File: src/rtl/regbank_ctrl.sv
//------------------------------------------------------------------------------
// Module      : regbank_ctrl
// Description : Multi-cycle instruction sequencer for the 16 x 16-bit register
//               bank and ALU. Accepts one 16-bit instruction over a
//               valid/ready handshake, walks IDLE -> DECODE -> EXEC -> WB, and
//               drives read selects, ALU opcode, immediate and a one-hot
//               register write enable.
// Option      : REGCTRL_R0_ZERO_EN - when defined, r0 is read-only (no reg_en
//               bit is ever raised for Rdest = 0).
// Ports       : clk, reset        - clock, synchronous active-high reset
//               instr_valid_i     - instruction word present on instr_i
//               instr_i[15:0]     - [15:12] op, [11:8] Rdest, [7:4] ext,
//                                   [3:0] Rsrc, [7:0] imm8 (I-type)
//               instr_ready_o     - high only in IDLE
//               reg_en_o[15:0]    - one-hot register write enable (WB only)
//               srcA_sel_o[3:0]   - operand A read select (Rdest)
//               srcB_sel_o[3:0]   - operand B read select (Rsrc)
//               imm_sel_o         - operand B from immediate when 1
//               imm_o             - extended immediate
//               alu_op_o[3:0]     - ALU function code
//               flag_we_o         - flag register write strobe (WB only)
//               done_o            - one-cycle pulse at WB of a legal op
//               illegal_o         - one-cycle pulse on undefined encoding
// Revision    : 1.0 - initial release
//------------------------------------------------------------------------------
`default_nettype none

module regbank_ctrl #(
  parameter int DATA_WIDTH = 16
) (
  input  logic                  clk,
  input  logic                  reset,
  input  logic                  instr_valid_i,
  input  logic [15:0]           instr_i,
  output logic                  instr_ready_o,
  output logic [15:0]           reg_en_o,
  output logic [3:0]            srcA_sel_o,
  output logic [3:0]            srcB_sel_o,
  output logic                  imm_sel_o,
  output logic [DATA_WIDTH-1:0] imm_o,
  output logic [3:0]            alu_op_o,
  output logic                  flag_we_o,
  output logic                  done_o,
  output logic                  illegal_o
);

  localparam logic [3:0] OP_RTYPE = 4'b0000;
  localparam logic [3:0] OP_AND   = 4'b0001;
  localparam logic [3:0] OP_OR    = 4'b0010;
  localparam logic [3:0] OP_XOR   = 4'b0011;
  localparam logic [3:0] OP_ADD   = 4'b0101;
  localparam logic [3:0] OP_SUB   = 4'b1001;
  localparam logic [3:0] OP_CMP   = 4'b1011;
  localparam logic [3:0] OP_MOV   = 4'b1101;

  typedef enum logic [1:0] {
    S_IDLE   = 2'd0,
    S_DECODE = 2'd1,
    S_EXEC   = 2'd2,
    S_WB     = 2'd3
  } state_t;

  state_t      state_q, state_d;
  logic [15:0] ir_q, ir_d;
  logic        illegal_q, illegal_d;

  // Decoded fields of the latched instruction
  logic [3:0]  op, rd, ext, rs, code;
  logic        rtype, legal, is_logic, is_cmp, sets_flags, writes_reg;

  function automatic logic code_defined(input logic [3:0] c);
    return (c == OP_ADD) || (c == OP_SUB) || (c == OP_CMP) || (c == OP_AND) ||
           (c == OP_OR)  || (c == OP_XOR) || (c == OP_MOV);
  endfunction

  always_comb begin
    op         = ir_q[15:12];
    rd         = ir_q[11:8];
    ext        = ir_q[7:4];
    rs         = ir_q[3:0];
    rtype      = (op == OP_RTYPE);
    // R-type carries the function in ext; I-type reuses the same codes as op
    code       = rtype ? ext : op;
    legal      = code_defined(code);
    is_logic   = (code == OP_AND) || (code == OP_OR) || (code == OP_XOR);
    is_cmp     = (code == OP_CMP);
    sets_flags = (code == OP_ADD) || (code == OP_SUB) || is_cmp;
`ifdef REGCTRL_R0_ZERO_EN
    writes_reg = legal && !is_cmp && (rd != 4'd0);
`else
    writes_reg = legal && !is_cmp;
`endif
  end

  // State register
  always_ff @(posedge clk) begin
    if (reset) begin
      state_q   <= S_IDLE;
      ir_q      <= 16'h0000;
      illegal_q <= 1'b0;
    end else begin
      state_q   <= state_d;
      ir_q      <= ir_d;
      illegal_q <= illegal_d;
    end
  end

  // Next-state and outputs
  always_comb begin
    state_d       = state_q;
    ir_d          = ir_q;
    illegal_d     = 1'b0;
    instr_ready_o = 1'b0;
    reg_en_o      = 16'h0000;
    srcA_sel_o    = 4'd0;
    srcB_sel_o    = 4'd0;
    imm_sel_o     = 1'b0;
    imm_o         = '0;
    alu_op_o      = 4'd0;
    flag_we_o     = 1'b0;
    done_o        = 1'b0;
    illegal_o     = illegal_q;

    if (state_q != S_IDLE) begin
      srcA_sel_o = rd;
      srcB_sel_o = rs;
      imm_sel_o  = !rtype;
      alu_op_o   = code;
      if (!rtype) begin
        imm_o = is_logic ? {{(DATA_WIDTH-8){1'b0}}, ir_q[7:0]}
                         : {{(DATA_WIDTH-8){ir_q[7]}}, ir_q[7:0]};
      end
    end

    case (state_q)
      S_IDLE: begin
        instr_ready_o = 1'b1;
        if (instr_valid_i) begin
          ir_d    = instr_i;
          state_d = S_DECODE;
        end
      end
      S_DECODE: begin
        if (legal) begin
          state_d = S_EXEC;
        end else begin
          // Pulse appears in the following IDLE cycle
          illegal_d = 1'b1;
          state_d   = S_IDLE;
        end
      end
      S_EXEC: begin
        state_d = S_WB;
      end
      S_WB: begin
        done_o    = 1'b1;
        flag_we_o = sets_flags;
        if (writes_reg) begin
          reg_en_o = 16'h0001 << rd;
        end
        state_d = S_IDLE;
      end
      default: begin
        state_d = S_IDLE;
      end
    endcase
  end

endmodule

`default_nettype wire

File: config.mk
export PLATFORM = sky130hd
export DESIGN_NAME = regbank_ctrl
export DESIGN_NICKNAME = d
export VERILOG_FILES = /design/src/rtl/regbank_ctrl.sv
export SDC_FILE = /design/constraint.sdc
export NUM_CORES = 1
export LEC_CHECK = 0
export ABC_AREA = 1
export CORE_MARGIN = 3
export CORE_UTILIZATION = 40
export DETAILED_ROUTE_END_ITERATION = 8
export PLACE_DENSITY = 0.95
export SYNTH_ARGS = -nofsm -noshare
export SYNTH_HDL_FRONTEND = slang
export SYNTH_SLANG_ARGS = --single-unit
File: constraint.sdc
create_clock -name clk -period 3.3 [get_ports clk]
set_input_delay 0.66 -clock clk [delete_from_list [all_inputs] [get_ports clk]]
set_output_delay 0.66 -clock clk [all_outputs]
set_load 0.02 [all_outputs]
==> flow_metrics.py, run 1 <==
metrics = {
    "status": {
        "status": "complete, no violations",
    },
    "setup_path": {
        "r2r_cells": 10,
        "path_max_fanout": 8,
        "cp.arrival_ps": 2310,
        "crit_type": "flip-flop to output port",
        "worstReg2RegStart": "ir_q[12]$_SDFFE_PP0P_",
        "r2r_slack_ps": 1840,
        "worst_setup_path_end_kind": "output port",
        "worstSetupStartpointType": "flip-flop",
        "worstPathRequired_ps": 2640,
    },
    "detailed_routing": {
        "wl_per_cell_um": 11.9,
        "ant_nets": 0,
        "finalWirelength_um": 3140,
        "drtPass1Iterations": 4,
        "drc": 0,
        "drt-vias-per-instance": 4.89,
        "num_vias": 1290,
        "drt-initial-drc-count": 21,
    },
    "sta": {
        "worst_pin_slew_ps": 446,
        "max_freq_mhz": 337,
        "rsz0062_at_grt": "no",
        "final_max_slew_viol_count": 0,
        "setup-violations-final": 0,
        "period_minus_slack_ps": 2970,
        "max_slew_margin": 0.703,
        "timing.setup.tns_ps": 0,
        "finClkSkew_ps": 8.44,
        "post-route-period-util": 0.900,
        "finalHoldViolCount": 0,
    },
    "synthesis": {
        "syn_area_per_cell_um2": 6.70,
        "synth_area_leader_cell": "dfxtp_1",
        "netlist_instances": 174,
        "synth.area.top_cells": "dfxtp_1 (33%), nor2_1 (14%), a21oi_1 (7.7%), inv_1 (7.4%), o21ai_0 (6.4%)",
        "synth_warnings": 0,
        "yosys_register_bits": 19,
        "ys_types": 20,
        "yosysMostFrequentCell": "nor2_1",
        "ys_async_sr_fraction": 0,
        "synth-seq-area-share": 0.326,
        "synth_fp_nets": 193,
        "synth_common_cells": "nor2_1 (45), inv_1 (23), dfxtp_1 (19), a21oi_1 (18), o21ai_0 (15)",
        "synth_top_area_frac": 0.326,
        "synthFlopType": "dfxtp_1",
        "synth-edff-count": 0,
        "syn-cell-area_um2": 1170,
    },
    "clocking": {
        "htreeDepth": 1,
        "clk_pin_slew_ps": 120,
        "clock-sinks": 19,
        "clock_path_buffers": 2,
        "clock_latency_ps": 310,
        "hold_buffers": 0,
        "cts_tree": "yes",
        "cts_root_buf": "clkbuf_4",
        "cts_buffers": 3,
    },
    "floorplanning": {
        "core_um2": 2610,
        "die_x_um": 60.0,
        "start_util": 0.446,
        "die_area_um2": 3600,
        "rows": 18,
        "die_y_um": 60.0,
        "pin_count": 68,
    },
    "finish": {
        "finalNetCount": 254,
        "n_fill_cell": 221,
        "finalNonFillerCells": 264,
        "syn_to_final_growth_pct": 58.3,
        "antenna_cells": 0,
        "drive_above_1_share": 0.107,
    },
    "power": {
        "peakVddDrop_v": 0.000301,
        "p_leak_nw": 0.697,
        "p_per_area_nw_per_um2": 342,
        "netSwitchingFraction": 0.377,
        "seqPwrFrac": 0.422,
        "power.switching_mw": 0.238,
        "p_clk_frac": 0.198,
        "internal_power_mw": 0.394,
        "combPwrFrac": 0.380,
    },
    "placed_design": {
        "placed_cells": 260,
        "dp_hpwl_um": 2480,
        "io_buffer_count": 67,
        "place_congestion": 0.798,
    },
    "global_route": {
        "grt_pass1_wl_um": 5050,
        "track_usage": 0.183,
        "grt_pass1_vias": 1121,
        "grt_max_degree": 33,
        "antenna_found_initial": 0,
        "grt_overflow": 0,
    },
    "hold_path": {
        "hold_start": "ir_q[1]$_SDFFE_PP0P_",
        "holdPathEnd": "ir_q[1]$_SDFFE_PP0P_",
        "hold-path-cell-count": 2,
        "hp-class": "flip-flop to flip-flop",
    },
    "job": {
        "maxCapViolations": 0,
    },
}
per-stage QoR:
step | total power, mW | util | setup WS [ps] | hold WS [ps] | cell area, um2
finish | 0.632 | 0.706 | 329 | 490 | 1850
global route | 0.671 | 0.706 | 125 | 513 | 1850
CTS | 0.636 | 0.705 | 161 | 490 | 1840
detailed placement | 0.512 | 0.693 | 520 | 472 | 1810
global placement | 0.505 | 0.693 | 601 | 459 | 1810
floorplan | 0.429 | - | 745 | 439 | 1170
cell type report:
type                            count  area [um2]  share of cell area
Clock buffer                        3        22.5              0.0122
Inverter                           26        97.6              0.0529
Sequential cell                    19         380               0.206
Clock inverter                      1        7.51             0.00407
Multi-Input combinational cell    117         622               0.337
Timing Repair Buffer               68         678               0.367
Tap cell                           30        37.5              0.0203
timing repair:
action | CTS | global route
setup buffers | 0 | 0
gates resized for setup | 0 | 1
setup endpoints to repair | 0 | 2
layout by cell type (no fill, tap or decap), drive strengths merged:
cell	Yosys	routed
a211oi	1	1
inv	26	26
nand2	13	13
dfxtp	19	19
clkbuf	5	3
nor2	49	49
o21ai	16	16
nor3	1	1
a21oi	18	18
clkinvlp	0	1
nand4	1	1
clkdlybuf4s50	0	67
buf	7	1
nand3	18	18
cell families (layout without fill, tap and decap cells):
family,Yosys count,after routing,synth area share
flip-flops,19,19,0.326
buffers and inverters,38,98,0.145
AND/OR/NAND/NOR,82,82,0.377
AO/OA/AOI/OAI,35,35,0.152
flip-flops by register name, summed over array words and instances, names as in the netlist, named ones only:
register	flops
ir_q	16
state_q	1
illegal_o	1
critical path: stages (launching register included):
cell	delay [ps]
dfxtp_1	360
nor2_4	170
nand3_1	110
nand2_2	120
nor2_1	70
nor2_2	130
nor2_2	70
nand3_4	100
nand3_4	120
nor2_1	130
clkdlybuf4s50_1	620
power groups by stage:
stage	combinational [mW]	clock (mW)	sequential, mW
final	0.240	0.125	0.267
after global placement	0.234	0	0.271
after CTS	0.241	0.128	0.267
after detailed placement	0.240	0	0.272
after global routing	0.265	0.136	0.270
after floorplan	0.159	0	0.270
worst max path at each step:
stage | to | from | slack [ps] | cells past startpoint
2_1_floorplan | imm_o[10] | ir_q[15]$_SDFFE_PP0P_ | 740 | 8
3_3_place_gp | imm_o[14] | ir_q[12]$_SDFFE_PP0P_ | 600 | 5
3_5_place_dp | imm_o[13] | ir_q[12]$_SDFFE_PP0P_ | 520 | 8
4_1_cts | imm_o[13] | ir_q[12]$_SDFFE_PP0P_ | 160 | 8
5_1_grt | reg_en_o[9] | ir_q[12]$_SDFFE_PP0P_ | 120 | 10
6_report | reg_en_o[13] | ir_q[12]$_SDFFE_PP0P_ | 330 | 10
per-layer routing:
metal,wire length [um],track usage
met1,1380,0.229
met2,1430,0.285
met3,271,0.0734
met4,56,0.0570
met5,0,0
No activity file was read; power rests on OpenSTA's default activity.
==> run 2: changes to the inputs <==
==> constraint.sdc (replaced) <==
create_clock -name clk -period 3.3 [get_ports clk]
set_input_delay 0.66 -clock clk [delete_from_list [all_inputs] [get_ports clk]]
set_output_delay 0.66 -clock clk [all_outputs]
set_load 0.005 [all_outputs]
==> run 2 against run 1 <==
Die area did not move. Fmax fell by 2.6%. Global-route usage fell by 0.085 points. Final cell count did not move. Utilization fell by 0.29 points. Largest cell class unchanged. First-iteration DRC count rose to 2.9 times the previous value. Non-clock buffer count did not move. Total power fell by 5.3%. Worst setup slack got worse by 81 ps. Sequential cell count did not move. Combinational power fell by 10%.
==> flow_metrics.py, run 2 (synthesis gave the netlist of run 1 again) <==
metrics = {
    "finish": {
        "n_fill_cell": 218,
        "top_register": "ir_q",
        "final_common_cell": "clkdlybuf4s50_1",
        "largest_reg_flops": 16,
        "syn_to_final_growth_pct": 57.6,
        "finalNonFillerCells": 264,
        "multi_input_area_um2": 617,
        "drive_above_1_share": 0.103,
        "antenna_cells": 0,
        "layout_common_cells": "clkdlybuf4s50_1 (67), nor2_1 (45), inv_1 (23), dfxtp_1 (19), a21oi_1 (18)",
        "finalNetCount": 254,
        "regArea_um2": 380,
    },
    "setup_path": {
        "worstSetupStartpointType": "flip-flop",
        "crit_type": "flip-flop to output port",
        "cp.arrival_ps": 2390,
        "worst_setup_path_end_kind": "output port",
        "path_max_fanout": 8,
        "worstPathRequired_ps": 2640,
    },
    "clocking": {
        "hold_buffers": 0,
        "cts-resized-gates": 0,
        "clock-sinks": 19,
        "clk_pin_slew_ps": 100,
        "cts_setup_buffers": 0,
        "clock_path_buffers": 2,
        "cts_buffers": 3,
        "cts_root_buf": "clkbuf_4",
        "cts_tree": "yes",
        "htreeDepth": 1,
        "clock_latency_ps": 300,
    },
    "sta": {
        "post-route-period-util": 0.925,
        "setup-violations-final": 0,
        "period_minus_slack_ps": 3050,
        "finClkSkew_ps": 12.1,
        "worst_pin_slew_ps": 686,
        "rsz0062_at_grt": "no",
        "final_max_slew_viol_count": 0,
        "timing.setup.tns_ps": 0,
        "max_freq_mhz": 328,
        "setup_ws_ps": 248,
        "max_slew_margin": 0.539,
        "finalHoldViolCount": 0,
        "whs_ps": 490,
    },
    "detailed_routing": {
        "drt-vias-per-instance": 4.95,
        "drtPass1Iterations": 4,
        "drc": 0,
        "num_vias": 1306,
        "drt-initial-drc-count": 61,
        "ant_nets": 0,
        "wl_per_cell_um": 12.0,
        "finalWirelength_um": 3170,
    },
    "global_route": {
        "grt_max_degree": 33,
        "grt_overflow": 0,
        "antenna_found_initial": 0,
        "track_usage": 0.182,
        "grt_pass1_wl_um": 5110,
        "grt_pass1_vias": 1167,
    },
    "placed_design": {
        "io_buffer_count": 67,
        "placed_cells": 260,
        "place_congestion": 0.803,
        "dp_hpwl_um": 2570,
        "post-place-ws_ps": 560,
    },
    "floorplanning": {
        "core_um2": 2610,
        "die_area_um2": 3600,
        "pin_count": 68,
        "die_y_um": 60.0,
        "die_x_um": 60.0,
        "start_util": 0.446,
        "rows": 18,
    },
    "hold_path": {
        "hp-class": "flip-flop to flip-flop",
    },
    "status": {
        "status": "complete, no violations",
    },
    "job": {
        "maxCapViolations": 0,
    },
    "power": {
        "p_per_area_nw_per_um2": 326,
        "fin_total_pwr_mw": 0.599,
        "peakVddDrop_v": 0.000285,
        "p_leak_nw": 0.701,
    },
}
## run 2: layout make-up
cell class	instances	share of cell area
clock inverters	1	0.00272
flip-flops and latches	19	0.207
repair buffers	68	0.369
well taps	30	0.0204
inverters	26	0.0531
clock buffers	3	0.0123
multi-input cells	117	0.336
## run 2: path summary, 6_finish.rpt
| check | start | endpoint | slack (ps) | depth (start not counted) |
|---|---|---|---|---|
| setup / recovery | ir_q[15]$_SDFFE_PP0P_ | imm_o[12] | 250 | 8 |
| hold / removal | ir_q[5]$_SDFFE_PP0P_ | ir_q[5]$_SDFFE_PP0P_ | 490 | 2 |
| setup reg to reg | ir_q[15]$_SDFFE_PP0P_ | flip-flop | 1850 | 10 |
| hold reg to reg | ir_q[5]$_SDFFE_PP0P_ | ir_q[5]$_SDFFE_PP0P_ | 490 | 2 |
## run 2: worst max-delay path, cell delays in order, from the launching register on
cell and delay [ps]:
dfxtp_1 350, nor2_4 190, nand2_1 80, nand2_1 100, inv_2 70, nand2_2 90, nor2_2 50, nor3_1 530
clkdlybuf4s50_1 640
## run 2: routing by layer
layer	global-route usage	vias to the layer above	routed length, um
li1	-	664	-
met3	0.0432	4	262
met2	0.299	59	1540
met5	0	-	0
met1	0.241	579	1330
met4	0.0380	0	31
## run 2: power by group
group	internal, mW	total, mW	leakage, nW	switching, mW
sequential	0.251	0.267	0.157	0.0154
combinational	0.0958	0.216	0.526	0.120
clock	0.0451	0.116	0.0177	0.0710
## run 2: metrics by stage
step	utilization	area [um2]
after floorplan	-	1170
after global placement	0.693	1810
after detailed placement	0.693	1810
after CTS	0.704	1840
after global routing	0.704	1840
final	0.704	1840
==> run 3: changes to the inputs <==
- GPL_TIMING_DRIVEN: default -> 0
==> run 3 against run 2 <==
Total power is 2.7% higher. Count of clock-buffer cells in the layout increased by 1. Worst setup slack improved by 75 ps. Final area up 3.7%. Clock skew is 2.9 ps lower. Clock power up 4%. Wire length up 13%. Non-clock buffer count rose by 11. Largest cell class unchanged. Register-to-register slack got worse by 210 ps. Sequential share of layout area decreased by 0.73 points. Fmax is 2.5% higher. Sequential power barely moved.
==> flow_metrics.py, run 3 (synthesis gave the netlist of run 1 again) <==
metrics = {
    "finish": {
        "largest_reg_flops": 16,
        "syn_to_final_growth_pct": 63.4,
        "antenna_cells": 0,
        "finalNetCount": 265,
        "post-route-cell-area_um2": 1910,
        "drive_above_1_share": 0.122,
        "finalNonFillerCells": 275,
        "final_common_cell": "clkdlybuf4s50_1",
        "layout_common_cells": "clkdlybuf4s50_1 (67), nor2_1 (45), inv_1 (23), dfxtp_1 (19), a21oi_1 (18)",
        "top_register": "ir_q",
    },
    "setup_path": {
        "rr_endpoint": "ir_q[8]$_SDFFE_PP0P_",
        "critPathMaxStageDelay_ps": 490,
        "crit_type": "flip-flop to output port",
        "critPathCapture": "imm_o[10]",
        "worstPathRequired_ps": 2640,
        "r2r_slack_ps": 1640,
        "crit_start": "state_q[0]$_SDFFE_PP0P_",
        "crit_chain": "nor2_1, inv_1, nand2_1, nor3_2, buf_4, clkdlybuf4s50_1",
        "cp.arrival_ps": 2320,
        "worstSetupStartpointType": "flip-flop",
        "r2r_cells": 7,
        "worst_setup_path_end_kind": "output port",
        "crit_path_top_delay_cell": "clkdlybuf4s50_1",
        "path_max_fanout": 10,
    },
    "global_route": {
        "antenna_found_initial": 0,
        "grt_max_degree": 11,
        "grt_pass1_wl_um": 5680,
        "track_usage": 0.209,
        "grt_pass1_vias": 1294,
        "grt_overflow": 0,
    },
    "sta": {
        "final_max_slew_viol_count": 0,
        "post-route-period-util": 0.902,
        "finClkSkew_ps": 9.15,
        "whs_ps": 483,
        "worst_pin_slew_ps": 481,
        "max_freq_mhz": 336,
        "rsz0062_at_grt": "no",
        "finalHoldViolCount": 0,
        "setup-violations-final": 0,
        "max_slew_margin": 0.679,
        "period_minus_slack_ps": 2980,
        "timing.setup.tns_ps": 0,
    },
    "detailed_routing": {
        "wl_per_cell_um": 13.0,
        "ant_nets": 0,
        "drt-vias-per-instance": 5.02,
        "drc": 0,
        "finalWirelength_um": 3580,
        "drtPass1Iterations": 4,
        "drt-initial-drc-count": 37,
        "num_vias": 1380,
    },
    "clocking": {
        "hold_buffers": 0,
        "cts_root_buf": "clkbuf_4",
        "clock_latency_ps": 310,
        "htreeDepth": 1,
        "cts_tree": "yes",
        "clock-sinks": 19,
        "clk_pin_slew_ps": 110,
        "cts_buffers": 3,
        "clock_path_buffers": 2,
    },
    "floorplanning": {
        "die_area_um2": 3600,
        "start_util": 0.446,
        "rows": 18,
        "die_y_um": 60.0,
        "die_x_um": 60.0,
        "core_um2": 2610,
        "pin_count": 68,
    },
    "placed_design": {
        "placed_cells": 271,
        "place_area_um2": 1870,
        "dp_hpwl_um": 2760,
        "io_buffer_count": 67,
        "place_congestion": 0.826,
    },
    "power": {
        "peakVddDrop_v": 0.000274,
        "p_leak_nw": 0.738,
        "p_per_area_nw_per_um2": 323,
    },
    "hold_path": {
        "hp-class": "flip-flop to flip-flop",
        "hold_start": "ir_q[5]$_SDFFE_PP0P_",
    },
    "status": {
        "status": "complete, no violations",
    },
    "job": {
        "maxCapViolations": 0,
    },
}
-- run 3: cell count changes in the layout (fill, tap and decap cells not counted), sizes merged --
| cell | delta |
|---|---|
| clkinv | -1 |
| clkbuf | +6 |
| buf | +6 |
-- run 3: timing repair --
item | 4_1_cts | 5_1_grt
buffers inserted | 0 | 0
endpoints found under the hold margin | 0 | 0
endpoints found under the setup margin | 0 | 8
gates resized for setup | 0 | 1
-- run 3: worst min path at each step --
stage,endpoint,slack (ps),cells past startpoint
2_1_floorplan,state_q[0]$_SDFFE_PP0P_,440,1
3_3_place_gp,state_q[0]$_SDFFE_PP0P_,460,1
3_5_place_dp,state_q[0]$_SDFFE_PP0P_,470,1
4_1_cts,state_q[0]$_SDFFE_PP0P_,490,1
5_1_grt,state_q[0]$_SDFFE_PP0P_,520,1
6_report,ir_q[5]$_SDFFE_PP0P_,480,2
-- run 3: where the power goes --
part / leakage [nW] / internal [mW] / switching (mW) / total, mW
Clock: 0.0150 / 0.0473 / 0.0741 / 0.121
Combinational: 0.566 / 0.0997 / 0.127 / 0.226
Sequential: 0.157 / 0.251 / 0.0162 / 0.267
Total: 0.738 / 0.398 / 0.217 / 0.615
-- run 3: critical path: cells and delay by family, from the launching register on --
kind / cells / cell delay (ps)
buf+inv: 3 / 780
flops: 1 / 400
simple gates: 3 / 820
-- run 3: area by class of cell --
class | instances | area (um2)
Fill cell | 220 | 707
Timing Repair Buffer | 67 | 671
Multi-Input combinational cell | 117 | 622
Clock buffer | 4 | 26.3
Sequential cell | 19 | 380
Tap cell | 30 | 37.5
Buffer | 12 | 71.3
Inverter | 26 | 97.6
-- run 3: through the flow --
step	total power, mW	utilization	setup WS, ps
2_1_floorplan	0.406	-	1100
3_3_place_gp	0.489	0.717	458
3_5_place_dp	0.496	0.717	432
4_1_cts	0.613	0.727	78.3
5_1_grt	0.650	0.729	98.6
6_report	0.615	0.729	323
-- run 3: layer usage --
metal | share of wire | GRT usage | up-vias
met5 | 0 | 0 | -
met4 | 0.035 | 0.101 | 0
met3 | 0.074 | 0.0626 | 13
met2 | 0.49 | 0.330 | 62
met1 | 0.40 | 0.256 | 616
li1 | - | - | 689
